===== src/rtl/ecp5pll_pkg.sv =====
// Shared types and constants for the ECP5 PLL dynamic phase-shift sequencer.
package ecp5pll_pkg;

  typedef enum logic [2:0] {
    IDLE,
    WAIT_LOCK,
    SETUP,
    PULSE,
    GAP,
    LOAD,
    DONE
  } dynphase_state_t;

  localparam int PLL_MAX_CH          = 4;
  localparam int PHASE_STEPS_PER_DIV = 8;

  // One output-divider count is split into eight fine VCO phase steps.
  function automatic int f_period(input int div);
    return div * PHASE_STEPS_PER_DIV;
  endfunction

endpackage


===== src/rtl/ecp5pll_dynphase_if.sv =====
// Request/status handshake between control logic and the phase-shift sequencer.
interface ecp5pll_dynphase_if #(
  parameter int STEP_W = 8
);

  logic              req_valid;
  logic              req_ready;
  logic [1:0]        req_chan;
  logic [STEP_W-1:0] req_steps;
  logic              req_load;
  logic              done;
  logic              err;
  logic              busy;

  modport master (
    output req_valid, req_chan, req_steps, req_load,
    input  req_ready, done, err, busy
  );

  modport slave (
    input  req_valid, req_chan, req_steps, req_load,
    output req_ready, done, err, busy
  );

endinterface


===== src/rtl/ecp5pll_cyc_timer.sv =====
// Loadable down-counter; zero is valid in the load cycle so an interval of L
// cycles is obtained by loading L-1 on entry and leaving when zero is seen.
module ecp5pll_cyc_timer #(
  parameter int W = 11
) (
  input  logic         clk_i,
  input  logic         reset,
  input  logic         load,
  input  logic [W-1:0] load_val,
  output logic         zero
);

  logic [W-1:0] cnt;

  always_ff @(posedge clk_i) begin
    if (reset) begin
      cnt <= '0;
    end else if (load) begin
      cnt <= (load_val == '0) ? '0 : load_val - W'(1);
    end else if (cnt != '0) begin
      cnt <= cnt - W'(1);
    end
  end

  assign zero = load ? (load_val == '0) : (cnt == '0);

endmodule


===== src/rtl/ecp5pll_dynphase.sv =====
// Dynamic phase-shift sequencer: turns signed per-channel step requests into
// timed phasesel/phasedir/phasestep/phaseloadreg activity and tracks positions.
module ecp5pll_dynphase
  import ecp5pll_pkg::*;
#(
  parameter int CHANNELS     = 4,
  parameter int STEP_W       = 8,
  parameter int PERIOD0      = f_period(5),
  parameter int PERIOD1      = f_period(5),
  parameter int PERIOD2      = f_period(5),
  parameter int PERIOD3      = f_period(5),
  parameter int SETUP_CYC    = 2,
  parameter int PULSE_CYC    = 4,
  parameter int GAP_CYC      = 4,
  parameter int LOCK_TIMEOUT = 1024
) (
  input  logic                       clk_i,
  input  logic                       reset,
  ecp5pll_dynphase_if.slave          req,
  output logic [CHANNELS*STEP_W-1:0] pos_o,
  output logic [1:0]                 phasesel,
  output logic                       phasedir,
  output logic                       phasestep,
  output logic                       phaseloadreg,
  input  logic                       locked
);

  localparam int TIMER_W = $clog2(LOCK_TIMEOUT + SETUP_CYC + PULSE_CYC + GAP_CYC + 1);
  localparam int unsigned PERIOD_TAB [PLL_MAX_CH] = '{PERIOD0, PERIOD1, PERIOD2, PERIOD3};
  localparam logic [2:0] CH_LIM = 3'(CHANNELS);

  dynphase_state_t   state;
  logic              req_ready_q;
  logic              busy_q;
  logic              done_q;
  logic              err_q;
  logic [1:0]        chan_q;
  logic              dir_q;
  logic              load_q;
  logic [STEP_W-1:0] remaining;
  logic              lock_lost;
  logic [1:0]        lock_sync_q;
  logic              lock_sync;
  logic              lost_now;
  logic              tmr_load;
  logic [TIMER_W-1:0] tmr_val;
  logic              tmr_zero;
  logic              step_fire;
  logic              req_dir;
  logic [STEP_W-1:0] req_mag;
  logic              chan_bad;

  assign req.req_ready = req_ready_q;
  assign req.done      = done_q;
  assign req.err       = err_q;
  assign req.busy      = busy_q;

  always_ff @(posedge clk_i) begin
    if (reset) begin
      lock_sync_q <= '0;
    end else begin
      lock_sync_q <= {lock_sync_q[0], locked};
    end
  end

  assign lock_sync = lock_sync_q[1];
  assign lost_now  = lock_lost | ~lock_sync;

  // The most negative request has no positive twin, so the magnitude is unsigned.
  assign req_dir  = req.req_steps[STEP_W-1];
  assign req_mag  = req_dir ? (~req.req_steps + STEP_W'(1)) : req.req_steps;
  assign chan_bad = {1'b0, req.req_chan} >= CH_LIM;

  assign step_fire = (state == PULSE) && tmr_zero;

  ecp5pll_cyc_timer #(
    .W(TIMER_W)
  ) u_timer (
    .clk_i    (clk_i),
    .reset    (reset),
    .load     (tmr_load),
    .load_val (tmr_val),
    .zero     (tmr_zero)
  );

  always_ff @(posedge clk_i) begin
    if (reset) begin
      state        <= IDLE;
      req_ready_q  <= 1'b1;
      busy_q       <= 1'b0;
      done_q       <= 1'b0;
      err_q        <= 1'b0;
      chan_q       <= '0;
      dir_q        <= 1'b0;
      load_q       <= 1'b0;
      remaining    <= '0;
      lock_lost    <= 1'b0;
      tmr_load     <= 1'b0;
      tmr_val      <= '0;
      phasesel     <= '0;
      phasedir     <= 1'b0;
      phasestep    <= 1'b0;
      phaseloadreg <= 1'b0;
    end else begin
      done_q   <= 1'b0;
      tmr_load <= 1'b0;
      case (state)
        IDLE: begin
          if (req.req_valid) begin
            req_ready_q <= 1'b0;
            busy_q      <= 1'b1;
            err_q       <= 1'b0;
            lock_lost   <= 1'b0;
            chan_q      <= req.req_chan;
            dir_q       <= req_dir;
            load_q      <= req.req_load;
            remaining   <= req_mag;
            if (chan_bad) begin
              err_q  <= 1'b1;
              done_q <= 1'b1;
              state  <= DONE;
            end else if (req_mag == '0 && !req.req_load) begin
              done_q <= 1'b1;
              state  <= DONE;
            end else begin
              phasesel <= req.req_chan;
              phasedir <= req_dir;
              tmr_load <= 1'b1;
              if (lock_sync) begin
                tmr_val <= TIMER_W'(SETUP_CYC - 1);
                state   <= SETUP;
              end else begin
                tmr_val <= TIMER_W'(LOCK_TIMEOUT - 1);
                state   <= WAIT_LOCK;
              end
            end
          end
        end

        WAIT_LOCK: begin
          if (lock_sync) begin
            tmr_load <= 1'b1;
            tmr_val  <= TIMER_W'(SETUP_CYC - 1);
            state    <= SETUP;
          end else if (tmr_zero) begin
            err_q  <= 1'b1;
            done_q <= 1'b1;
            state  <= DONE;
          end
        end

        SETUP: begin
          if (!lock_sync) lock_lost <= 1'b1;
          if (tmr_zero) begin
            if (lost_now) begin
              err_q  <= 1'b1;
              done_q <= 1'b1;
              state  <= DONE;
            end else begin
              tmr_load <= 1'b1;
              tmr_val  <= TIMER_W'(PULSE_CYC - 1);
              if (remaining == '0) begin
                phaseloadreg <= 1'b1;
                state        <= LOAD;
              end else begin
                phasestep <= 1'b1;
                state     <= PULSE;
              end
            end
          end
        end

        // A started pulse always runs to full width; lock loss is acted on after the gap.
        PULSE: begin
          if (!lock_sync) lock_lost <= 1'b1;
          if (tmr_zero) begin
            phasestep <= 1'b0;
            tmr_load  <= 1'b1;
            tmr_val   <= TIMER_W'(GAP_CYC - 1);
            state     <= GAP;
          end
        end

        GAP: begin
          if (!lock_sync) lock_lost <= 1'b1;
          if (tmr_zero) begin
            remaining <= remaining - STEP_W'(1);
            if (lost_now) begin
              err_q  <= 1'b1;
              done_q <= 1'b1;
              state  <= DONE;
            end else if (remaining != STEP_W'(1)) begin
              phasestep <= 1'b1;
              tmr_load  <= 1'b1;
              tmr_val   <= TIMER_W'(PULSE_CYC - 1);
              state     <= PULSE;
            end else if (load_q) begin
              phaseloadreg <= 1'b1;
              tmr_load     <= 1'b1;
              tmr_val      <= TIMER_W'(PULSE_CYC - 1);
              state        <= LOAD;
            end else begin
              done_q <= 1'b1;
              state  <= DONE;
            end
          end
        end

        LOAD: begin
          if (tmr_zero) begin
            phaseloadreg <= 1'b0;
            done_q       <= 1'b1;
            state        <= DONE;
          end
        end

        DONE: begin
          req_ready_q <= 1'b1;
          busy_q      <= 1'b0;
          state       <= IDLE;
        end

        default: begin
          state <= IDLE;
        end
      endcase
    end
  end

  // Each channel wraps within its own period, so positions stay in 0..PERIOD-1.
  for (genvar c = 0; c < CHANNELS; c++) begin : g_pos
    localparam logic [STEP_W-1:0] PMAX = STEP_W'(PERIOD_TAB[c] - 1);
    logic [STEP_W-1:0] pos;

    always_ff @(posedge clk_i) begin
      if (reset) begin
        pos <= '0;
      end else if (step_fire && chan_q == 2'(c)) begin
        if (dir_q) begin
          pos <= (pos == '0) ? PMAX : pos - STEP_W'(1);
        end else begin
          pos <= (pos == PMAX) ? '0 : pos + STEP_W'(1);
        end
      end
    end

    assign pos_o[c*STEP_W +: STEP_W] = pos;
  end

endmodule


===== src/flat_wrapper.sv =====
// flat-port wrapper written by rule: the top's interface ports become plain ports
module ecp5pll_dynphase_flat import ecp5pll_pkg::*;
#(
  parameter int CHANNELS     = 4,
  parameter int STEP_W       = 8,
  parameter int PERIOD0      = f_period(5),
  parameter int PERIOD1      = f_period(5),
  parameter int PERIOD2      = f_period(5),
  parameter int PERIOD3      = f_period(5),
  parameter int SETUP_CYC    = 2,
  parameter int PULSE_CYC    = 4,
  parameter int GAP_CYC      = 4,
  parameter int LOCK_TIMEOUT = 1024
)
  (clk_i, reset, pos_o, phasesel, phasedir, phasestep, phaseloadreg, locked, req_req_valid, req_req_chan, req_req_steps, req_req_load, req_req_ready, req_done, req_err, req_busy);
  ecp5pll_dynphase_if #(.STEP_W(STEP_W)) req_i ();
  input  logic clk_i;
  input  logic reset;
  output logic [CHANNELS*STEP_W-1:0] pos_o;
  output logic [1:0] phasesel;
  output logic phasedir;
  output logic phasestep;
  output logic phaseloadreg;
  input  logic locked;
  input wire logic [$bits(req_i.req_valid)-1:0] req_req_valid;
  input wire logic [$bits(req_i.req_chan)-1:0] req_req_chan;
  input wire logic [$bits(req_i.req_steps)-1:0] req_req_steps;
  input wire logic [$bits(req_i.req_load)-1:0] req_req_load;
  output wire logic [$bits(req_i.req_ready)-1:0] req_req_ready;
  output wire logic [$bits(req_i.done)-1:0] req_done;
  output wire logic [$bits(req_i.err)-1:0] req_err;
  output wire logic [$bits(req_i.busy)-1:0] req_busy;
  assign req_i.req_valid = req_req_valid;
  assign req_i.req_chan = req_req_chan;
  assign req_i.req_steps = req_req_steps;
  assign req_i.req_load = req_req_load;
  assign req_req_ready = req_i.req_ready;
  assign req_done = req_i.done;
  assign req_err = req_i.err;
  assign req_busy = req_i.busy;
  ecp5pll_dynphase #(.CHANNELS(CHANNELS), .STEP_W(STEP_W), .PERIOD0(PERIOD0), .PERIOD1(PERIOD1), .PERIOD2(PERIOD2), .PERIOD3(PERIOD3), .SETUP_CYC(SETUP_CYC), .PULSE_CYC(PULSE_CYC), .GAP_CYC(GAP_CYC), .LOCK_TIMEOUT(LOCK_TIMEOUT)) u_core (.clk_i(clk_i), .reset(reset), .req(req_i), .pos_o(pos_o), .phasesel(phasesel), .phasedir(phasedir), .phasestep(phasestep), .phaseloadreg(phaseloadreg), .locked(locked));
endmodule

===== config.mk =====
export PLATFORM = sky130hd
export DESIGN_NAME = ecp5pll_dynphase_flat
export DESIGN_NICKNAME = d
export VERILOG_FILES = /design/src/rtl/ecp5pll_pkg.sv /design/src/rtl/ecp5pll_dynphase_if.sv /design/src/rtl/ecp5pll_cyc_timer.sv /design/src/rtl/ecp5pll_dynphase.sv /design/src/flat_wrapper.sv
export SDC_FILE = /design/constraint.sdc
export NUM_CORES = 1
export LEC_CHECK = 0
export ABC_AREA = 1
export CORE_MARGIN = 2
export CORE_UTILIZATION = 64
export CTS_BUF_LIST = sky130_fd_sc_hd__clkbuf_4 sky130_fd_sc_hd__clkbuf_8
export DETAILED_ROUTE_END_ITERATION = 10
export PLACE_DENSITY = 0.89
export SLEW_MARGIN = 20
export SYNTH_ARGS = -nofsm -noshare
export SYNTH_HDL_FRONTEND = slang
export SYNTH_HIERARCHICAL = 1
export SYNTH_SLANG_ARGS = --single-unit
export TNS_END_PERCENT = 50

===== constraint.sdc =====
create_clock -name clk_i -period 3.9 [get_ports clk_i]
set_input_delay 0.78 -clock clk_i [delete_from_list [all_inputs] [get_ports clk_i]]
set_output_delay 0.78 -clock clk_i [all_outputs]
set_load 0.1 [all_outputs]

Yosys cells after proc, flatten, opt, wreduce, memory -nomap -nowiden

Index checks and enable logic that the tools add are counted.

Register bits: 82
Output and inout bits: 41

Bitwise operators: 4
Eq/ne operators: 34
Mux-type cells: 94
$add $sub $neg: 12
Reduce and logical (&&, ||, !) cells: 38

Operators by type and width:

| kind                    | number |
|---|---|
| $mux W11                | 13 |
| $mux W8                 | 15 |
| $pmux W11 S5            | 1 |
| $logic_not A8 Y1        | 6 |
| $mux W1                 | 41 |
| $add A8 B1 Y8 const B   | 5 |
| $sub A8 B1 Y8 const B   | 5 |
| $mux W3                 | 11 |
| $eq A8 B6 Y1 const B    | 4 |
| $logic_not A11 Y1       | 2 |
| $ne A2 B1 Y1 const B    | 11 |
| $sub A11 B1 Y11 const B | 2 |
| $pmux W3 S6             | 1 |
| $ne A2 B2 Y1 const B    | 8 |
| $pmux W8 S2             | 1 |
| $reduce_bool A11 Y1     | 1 |
| $mux W10                | 1 |
| $pmux W1 S5             | 2 |
| $reduce_and A10 Y1      | 1 |
| $eq A3 B3 Y1 const B    | 3 |
| $pmux W1 S3             | 3 |
| $reduce_and A3 Y1       | 3 |
| $reduce_and A9 Y1       | 1 |
| $reduce_bool A3 Y1      | 3 |
| other kinds (23)        | 38 |

Depth between registers and ports, before layout

Gate-level depths: netlist of the first run.

Word-level depth: 8
Gate-level depth with buffers: 17
Gate-level depth less buffers: 17

Hierarchy

Netlist of the first run, hierarchy kept.

Modules (own cells, without submodules):

| module            | times used | cells each | area each (um^2) | seq. area each (um^2) |
|---|---|---|---|---|
| ecp5pll_dynphase  | 1          | 663        | 4,337.9          | 1,261.2 |
| ecp5pll_cyc_timer | 1          | 149        | 922.1            | 220.2 |

Worst setup path before layout of the first run

OpenSTA, ideal clock, no wires.

Path type: flip-flop to flip-flop
From: register u_core.tmr_val[8]
To: register u_core.g_pos[0].pos[7]
Period minus slack after synthesis: 2,482 ps
Path slack: 1,418 ps
Stages on the path, launching flop included: 16
Path buffers: 1
Library setup time: 118 ps
Required time: 3,782 ps
Arrival: 2,364 ps
Cell sequence: dfxtp_1 nor2_1 inv_1 nor2_1 nand4_1 o21ai_0 clkbuf_2 inv_1 nor2_4 inv_4 nor3_4 inv_2 a21oi_1 o21ai_1 o211ai_1 inv_1

Word-level cells in the longest chain between the ends: 4

Ends and longest elaborated chain:

| element                | line                    | RTL |
|---|---|---|
| from (decl)            | ecp5pll_dynphase.sv:46  | `logic [TIMER_W-1:0] tmr_val;` |
| from (signal assigned) | ecp5pll_dynphase.sv:130 | `tmr_val <= TIMER_W'(SETUP_CYC - 1);` |
| from (signal assigned) | ecp5pll_dynphase.sv:133 | `tmr_val <= TIMER_W'(LOCK_TIMEOUT - 1);` |
| from (signal assigned) | ecp5pll_dynphase.sv:143 | `tmr_val <= TIMER_W'(SETUP_CYC - 1);` |
| $logic_not A11 Y1      | ecp5pll_cyc_timer.sv:25 | `assign zero = load ? (load_val == '0) : (cnt == '0);` |
| $mux W1                | ecp5pll_cyc_timer.sv:25 |  |
| net u_core.tmr_zero    | ecp5pll_dynphase.sv:47  | `logic tmr_zero;` |
| $logic_and A1 B1 Y1    | ecp5pll_dynphase.sv:74  | `assign step_fire = (state == PULSE) && tmr_zero;` |
| $logic_and A1 B1 Y1    | ecp5pll_dynphase.sv:238 | `end else if (step_fire && chan_q == 2'(c)) begin` |
| to (signal assigned)   | ecp5pll_dynphase.sv:240 | `pos <= (pos == '0) ? PMAX : pos - STEP_W'(1);` |
| to (signal assigned)   | ecp5pll_dynphase.sv:242 | `pos <= (pos == PMAX) ? '0 : pos + STEP_W'(1);` |
| to (decl)              | ecp5pll_dynphase.sv:233 | `logic [STEP_W-1:0] pos;` |

The timed path passes the listed nets, and every way through them passes these cells.
A chain may end at the register's enable or synchronous reset.

Worst setup path in the final report of the first run

From: register u_core.tmr_val[8]
To: register u_core.g_pos[3].pos[6]

Word-level cells in the longest chain between the ends: 4

Ends and longest elaborated chain:

| element              | line |
|---|---|
| $logic_not A11 Y1    | ecp5pll_cyc_timer.sv:25 |
| $mux W1              | ecp5pll_cyc_timer.sv:25 |
| net u_core.tmr_zero  | ecp5pll_dynphase.sv:47 |
| $logic_and A1 B1 Y1  | ecp5pll_dynphase.sv:74 |
| $logic_and A1 B1 Y1  | ecp5pll_dynphase.sv:238 |
| to (signal assigned) | ecp5pll_dynphase.sv:240 |
| to (signal assigned) | ecp5pll_dynphase.sv:242 |
| to (decl)            | ecp5pll_dynphase.sv:233 |

The timed path passes the listed nets, and every way through them passes these cells.

==> results.yml, run 1 <==
run_status:
  status: "complete, no violations"
floorplan:
  pin_count: 56
  die_h_um: 94.66
  core_area_um2: 8093
  rows: 33
  start_util: 0.6500
  die-area_um2: 8960
  fp.dieW_um: 94.66
clock_network:
  post_cts_buffers: 0
  clk_latency_ns: 0.36
  ctsResizeCount: 0
  cts.clk_slew.worst_paths_ns: 0.08
  ctsHoldBuffers: 0
  cts-root-buf: "clkbuf_8"
  cts_tree: "done"
  cts_num_sinks: 74
  h-tree-depth: 3
  cts_buffers: 9
  clock_path_buffers: 2
placed_design:
  port_buffers: 55
  dp_hpwl_um: 9502
  place.gp.congestion: 0.9700
global_routing:
  first_global_vias: 5071
  grtUsageTotal: 0.3001
  overflow: 0
  antenna_found_initial: 0
  grt_max_degree: 34
  grt_pass1_wl_um: 21800
final_layout:
  syn2layout_area_growth_pct: 15.41
  diodes: 0
  nets: 899
  drive_gt1_frac: 0.06559
detailed_routing:
  drt_iter0_markers: 277
  viasPerCell: 5.692
  drc: 0
  post_drt_wl_per_cell_um: 13.45
  antenna_left: 0
  num_vias: 5544
  totalWireLength_um: 13100
  drt-pass1-iter-count: 5
yosys:
  async_flop_share: 0
  syn_inst: 812
  yosysUniqueCellTypes: 45
  ys_warn_count: 6
  syn_area_um2: 5260
  yosysSeqAreaShare: 0.2816
  ys_ff_latch: 74
  synth_edf_count: 0
  synth_top_flop_cell: "dfxtp_1"
  synth.avg_cell_area_um2: 6.478
timing:
  rsz0062_at_grt: "no"
  slew_viol_final: 0
  whs_ns: 0.4173
  finalCritPeriodShare: 0.7762
  hold_viol: 0
  finalSetupViolations: 0
  layout_min_cycle_time_ns: 3.027
  max_clock_freq_ghz: 0.3303
  slew_headroom: 0.3102
  skew_ns: 0.01099
  tightest_slew_ns: 1.031
  setup-tns-final_ns: 0
critical_path:
  start_kind: "flop"
  crit_path_end: "u_core/g_pos[3].pos[6]$_SDFFE_PP0P_"
  end_kind: "flop"
  critPathKind: "flop to flop"
  startpoint: "u_core/tmr_val[8]$_SDFFE_PP0P_"
  r2r_cells: 14
  cp.required_ns: 4.20
  reg2reg_slack_ns: 0.87
  r2r_start: "u_core/tmr_val[8]$_SDFFE_PP0P_"
  arrival_ns: 3.33
  r2r-end: "u_core/g_pos[3].pos[6]$_SDFFE_PP0P_"
  crit_fanout: 30
min_path:
  hp-class: "flop to flop"
pwr:
  leakage_nw: 2.688
  power_density_nw_per_um2: 538.0
  max-vdd-ir-drop_uv: 425.9
  p_total_mw: 3.266
job:
  cap_viol_max_count: 0
final cells by class:
type	count	area (µm²)
inverter	116	437.9
fill	660	2022
timing repair buffer	58	573.1
tap	105	131.4
sequential	74	1481
clock buffer	9	123.9
clock inverter	7	70.07
multi-input combinational	605	3253
stage by stage:
stage	cells	cell area, µm²	setup slack, ns	util
CTS	974	6071	0.9224	0.7502
floorplan	814	5268	1.418	-
global placement	958	5877	1.066	0.7262
detailed placement	958	5877	0.9522	0.7262
finish	974	6071	0.8727	0.7502
global route	974	6071	0.5698	0.7502
state kept, by name, summed over array words and instances, names as in the netlist, 2 cells and up:
signal	count
u_core/state	3
u_core/tmr_val	3
u_core/u_timer/cnt	11
u_core/lock_sync_q	2
u_core/g_pos.pos	32
u_core/chan_q	2
u_core/remaining	8
u_core/phasesel	2
report_power, final:
group | leakage, nW | internal [mW] | total, mW | switching, mW
combinational | 2.00 | 0.522 | 1.63 | 1.11
clock | 0.0873 | 0.293 | 0.591 | 0.298
sequential | 0.604 | 0.898 | 1.05 | 0.151
total | 2.69 | 1.71 | 3.27 | 1.55
logic make-up (layout without fill, tap and decap cells):
group / after synthesis / count (layout) / share of synthesized area
other: 1 / 3 / 0.0007129
XOR/XNOR: 41 / 41 / 0.06827
AND/OR/NAND/NOR: 358 / 358 / 0.3040
adder cells (fa/ha/maj): 20 / 20 / 0.04757
buffers and inverters: 135 / 190 / 0.1013
flip-flops: 74 / 74 / 0.2816
AO/OA/AOI/OAI: 183 / 183 / 0.1965
cells in the final DEF, fill, tap and decap left out, drive strengths merged, types with 4 or more instances in the layout:
cell,count
nand4,9
nor4,5
a211oi,4
nor3,20
nand2,168
clkdlybuf4s50,55
inv,115
xnor2,6
o21ai,75
clkinvlp,4
nor2,96
nand3,54
a21oi,67
a31oi,7
dfxtp,74
clkbuf,9
xor2,35
o211ai,12
ha,20
worst min-delay path by stage:
stage | end | slack [ns] | from | cells after the start
after detailed placement | u_core/lock_sync_q[1]$_SDFF_PP0_ | 0.40 | u_core/lock_sync_q[0]$_SDFF_PP0_ | 2
after CTS | u_core/lock_sync_q[1]$_SDFF_PP0_ | 0.42 | u_core/lock_sync_q[0]$_SDFF_PP0_ | 2
after global placement | u_core/lock_sync_q[1]$_SDFF_PP0_ | 0.40 | u_core/lock_sync_q[0]$_SDFF_PP0_ | 2
after floorplan | u_core/lock_sync_q[1]$_SDFF_PP0_ | 0.39 | u_core/lock_sync_q[0]$_SDFF_PP0_ | 2
after global routing | u_core/lock_sync_q[1]$_SDFF_PP0_ | 0.45 | u_core/lock_sync_q[0]$_SDFF_PP0_ | 2
final | u_core/lock_sync_q[1]$_SDFF_PP0_ | 0.42 | u_core/lock_sync_q[0]$_SDFF_PP0_ | 2
per-layer routing:
metal / global-route usage / routed length [µm] / vias to the layer above
met4: 0.1244 / 374 / 0
met5: 0 / 0 / -
met2: 0.5071 / 6228 / 235
li1: - / - / 2787
met3: 0.06225 / 839 / 42
met1: 0.3711 / 5657 / 2480
Yosys cell counts (7+ instances only):
| cell | number | area share |
|---|---|---|
| a21oi_1 | 64 | 0.061 |
| a31oi_1 | 7 | 0.0083 |
| buf_2 | 8 | 0.0076 |
| dfxtp_1 | 74 | 0.28 |
| ha_1 | 20 | 0.048 |
| inv_1 | 105 | 0.075 |
| inv_2 | 9 | 0.0064 |
| nand2_1 | 161 | 0.11 |
| nand3_1 | 54 | 0.051 |
| nand4_1 | 9 | 0.011 |
| nor2_1 | 85 | 0.061 |
| nor2_2 | 7 | 0.0083 |
| nor3_1 | 16 | 0.015 |
| o211ai_1 | 12 | 0.017 |
| o21ai_0 | 72 | 0.069 |
| xor2_1 | 35 | 0.058 |
critical path, stage by stage, from the launching register on:
cell     delay [ns]
dfxtp_1        0.62
nor2_1         0.29
inv_1          0.09
nor2_1         0.10
nand4_1        0.09
o21ai_0        0.16
buf_4          0.18
inv_1          0.14
nor2_4         0.16
inv_4          0.07
nor3_2         0.49
inv_1          0.23
a21oi_1        0.18
o21ai_0        0.11
inv_1          0.06
No activity file was read; power rests on OpenSTA's default activity.
==> inputs of run 2 (changes only) <==
--- a/config.mk
+++ b/config.mk
@@ -7,10 +7,10 @@
 export LEC_CHECK = 0
 export ABC_AREA = 1
 export CORE_MARGIN = 2
-export CORE_UTILIZATION = 64
+export CORE_UTILIZATION = 59
 export CTS_BUF_LIST = sky130_fd_sc_hd__clkbuf_4 sky130_fd_sc_hd__clkbuf_8
 export DETAILED_ROUTE_END_ITERATION = 10
-export PLACE_DENSITY = 0.89
+export PLACE_DENSITY = 0.83
 export SLEW_MARGIN = 20
 export SYNTH_ARGS = -nofsm -noshare
 export SYNTH_HDL_FRONTEND = slang
==> constraint.sdc (replaced) <==
create_clock -name clk_i -period 3 [get_ports clk_i]
set_input_delay 0.6 -clock clk_i [delete_from_list [all_inputs] [get_ports clk_i]]
set_output_delay 0.6 -clock clk_i [all_outputs]
set_load 0.1 [all_outputs]
==> results.yml, run 2 (synthesized netlist as in run 1, its figures left out) <==
run_status:
  status: "complete, no violations"
timing:
  layout_min_cycle_time_ns: 2.570
  rsz0062_at_grt: "no"
  worst_slack_ns: 0.4300
  tightest_slew_ns: 0.5100
  finalCritPeriodShare: 0.8567
  skew_ns: 0.01174
  slew_headroom: 0.6555
  finalSetupViolations: 0
  slew_viol_final: 0
  max_clock_freq_ghz: 0.3891
  setup-tns-final_ns: 0
  whs_ns: 0.4059
  hold_viol: 0
final_layout:
  diodes: 0
  nets: 905
  fill_cells: 763
  final_cell_mix: "nand2_1, inv_1, nor2_1"
  largest_register_ff_count: 32
  drive_gt1_frac: 0.1200
  seqCellArea_um2: 1483
  fin_util: 0.6935
  reg_top3: "u_core/g_pos.pos x32, u_core/u_timer/cnt x11, u_core/remaining x8"
  syn2layout_area_growth_pct: 14.41
  design_area_um2: 6018
  final_common_cell: "nand2_1"
  multi_input_area_um2: 3253
  top_register: "u_core/g_pos.pos"
placed_design:
  dp_hpwl_um: 10050
  place.gp.congestion: 0.9711
  port_buffers: 55
  placed_cell_area_um2: 5808
  pre_cts_slack_ns: 0.3356
detailed_routing:
  drc: 0
  post_drt_wl_per_cell_um: 13.62
  totalWireLength_um: 13390
  num_vias: 5502
  antenna_left: 0
  viasPerCell: 5.597
  drt_iter0_markers: 320
  drt-pass1-iter-count: 5
clock_network:
  clock_path_buffers: 2
  clk_latency_ns: 0.35
  cts.clk_slew.worst_paths_ns: 0.09
  ctsHoldBuffers: 0
  cts_num_sinks: 74
  h-tree-depth: 3
  cts_tree: "done"
  cts_buffers: 9
  cts-root-buf: "clkbuf_8"
min_path:
  min_from: "u_core/lock_sync_q[0]$_SDFF_PP0_"
  hp-class: "flop to flop"
  hold_end: "u_core/lock_sync_q[1]$_SDFF_PP0_"
  holdPathStages: 2
floorplan:
  fp.dieW_um: 98.42
  core_area_um2: 8678
  start_util: 0.6061
  die-area_um2: 9687
  die_h_um: 98.42
  pin_count: 56
  rows: 34
pwr:
  leakage_nw: 2.812
  max-vdd-ir-drop_uv: 555.6
  power_density_nw_per_um2: 712.4
global_routing:
  antenna_found_initial: 0
  overflow: 0
  first_global_vias: 5074
  grtUsageTotal: 0.2805
  grt_max_degree: 32
  grt_pass1_wl_um: 22780
critical_path:
  crit_fanout: 8
  reg2reg_slack_ns: 0.43
  cp.required_ns: 3.25
  r2r-end: "u_core/g_pos[2].pos[7]$_SDFFE_PP0P_"
  end_kind: "flop"
  startpoint: "u_core/tmr_val[0]$_SDFFE_PP0P_"
  arrival_ns: 2.82
  critPathKind: "flop to flop"
  start_kind: "flop"
  r2r_start: "u_core/tmr_val[0]$_SDFFE_PP0P_"
  r2r_cells: 15
job:
  cap_viol_max_count: 0
## run 2: worst max path at each step
stage,endpoint,slack [ns],depth (start not counted)
after detailed placement,u_core/tmr_val[1]$_SDFFE_PP0P_,0.34,17
after global routing,u_core/g_pos[2].pos[7]$_SDFFE_PP0P_,0.06,15
after CTS,u_core/g_pos[2].pos[7]$_SDFFE_PP0P_,0.32,14
after floorplan,u_core/g_pos[0].pos[7]$_SDFFE_PP0P_,0.52,15
after global placement,u_core/tmr_val[1]$_SDFFE_PP0P_,0.40,17
final,u_core/g_pos[2].pos[7]$_SDFFE_PP0P_,0.43,15
## run 2: metal layers
metal	GRT usage	part of all wire
met2	0.4668	0.47
met1	0.3621	0.45
met4	0.1222	0.026
met3	0.04326	0.060
met5	0	0
## run 2: critical path: stages (launching register included)
cell and delay (ns):
dfxtp_1 0.33, inv_1 0.18, ha_1 0.18, inv_1 0.06
nor3_1 0.14, nand4_1 0.10, o21ai_0 0.25, inv_1 0.20
nor2_4 0.17, inv_4 0.07, nor3_4 0.29, inv_2 0.13
a21oi_2 0.14, o21ai_0 0.10, o211ai_1 0.09, inv_1 0.05
## run 2: per-stage QoR
step	total power, mW	std cells
2_1_floorplan	3.028	814
6_report	4.288	983
3_5_place_dp	3.499	965
5_1_grt	4.621	983
3_3_place_gp	3.437	965
4_1_cts	4.276	981
## run 2: cell type report
| type | count | area share |
|---|---|---|
| Clock inverter | 7 | 0.01164 |
| Tap cell | 108 | 0.02245 |
| Sequential cell | 74 | 0.2464 |
| Timing Repair Buffer | 64 | 0.08565 |
| Multi-Input combinational cell | 605 | 0.5405 |
| Clock buffer | 9 | 0.02058 |
| Inverter | 116 | 0.07277 |
## run 2: report_power, final
part / internal [mW] / total [mW] / leakage (nW) / switching, mW
clock: 0.382 / 0.768 / 0.0990 / 0.386
sequential: 1.17 / 1.35 / 0.605 / 0.186
combinational: 0.674 / 2.17 / 2.11 / 1.49
total: 2.22 / 4.29 / 2.81 / 2.06
## run 2: timing repair
action                     CTS  global route
gates resized for setup      0             1
setup endpoints to repair    0             1
setup buffers                0             2
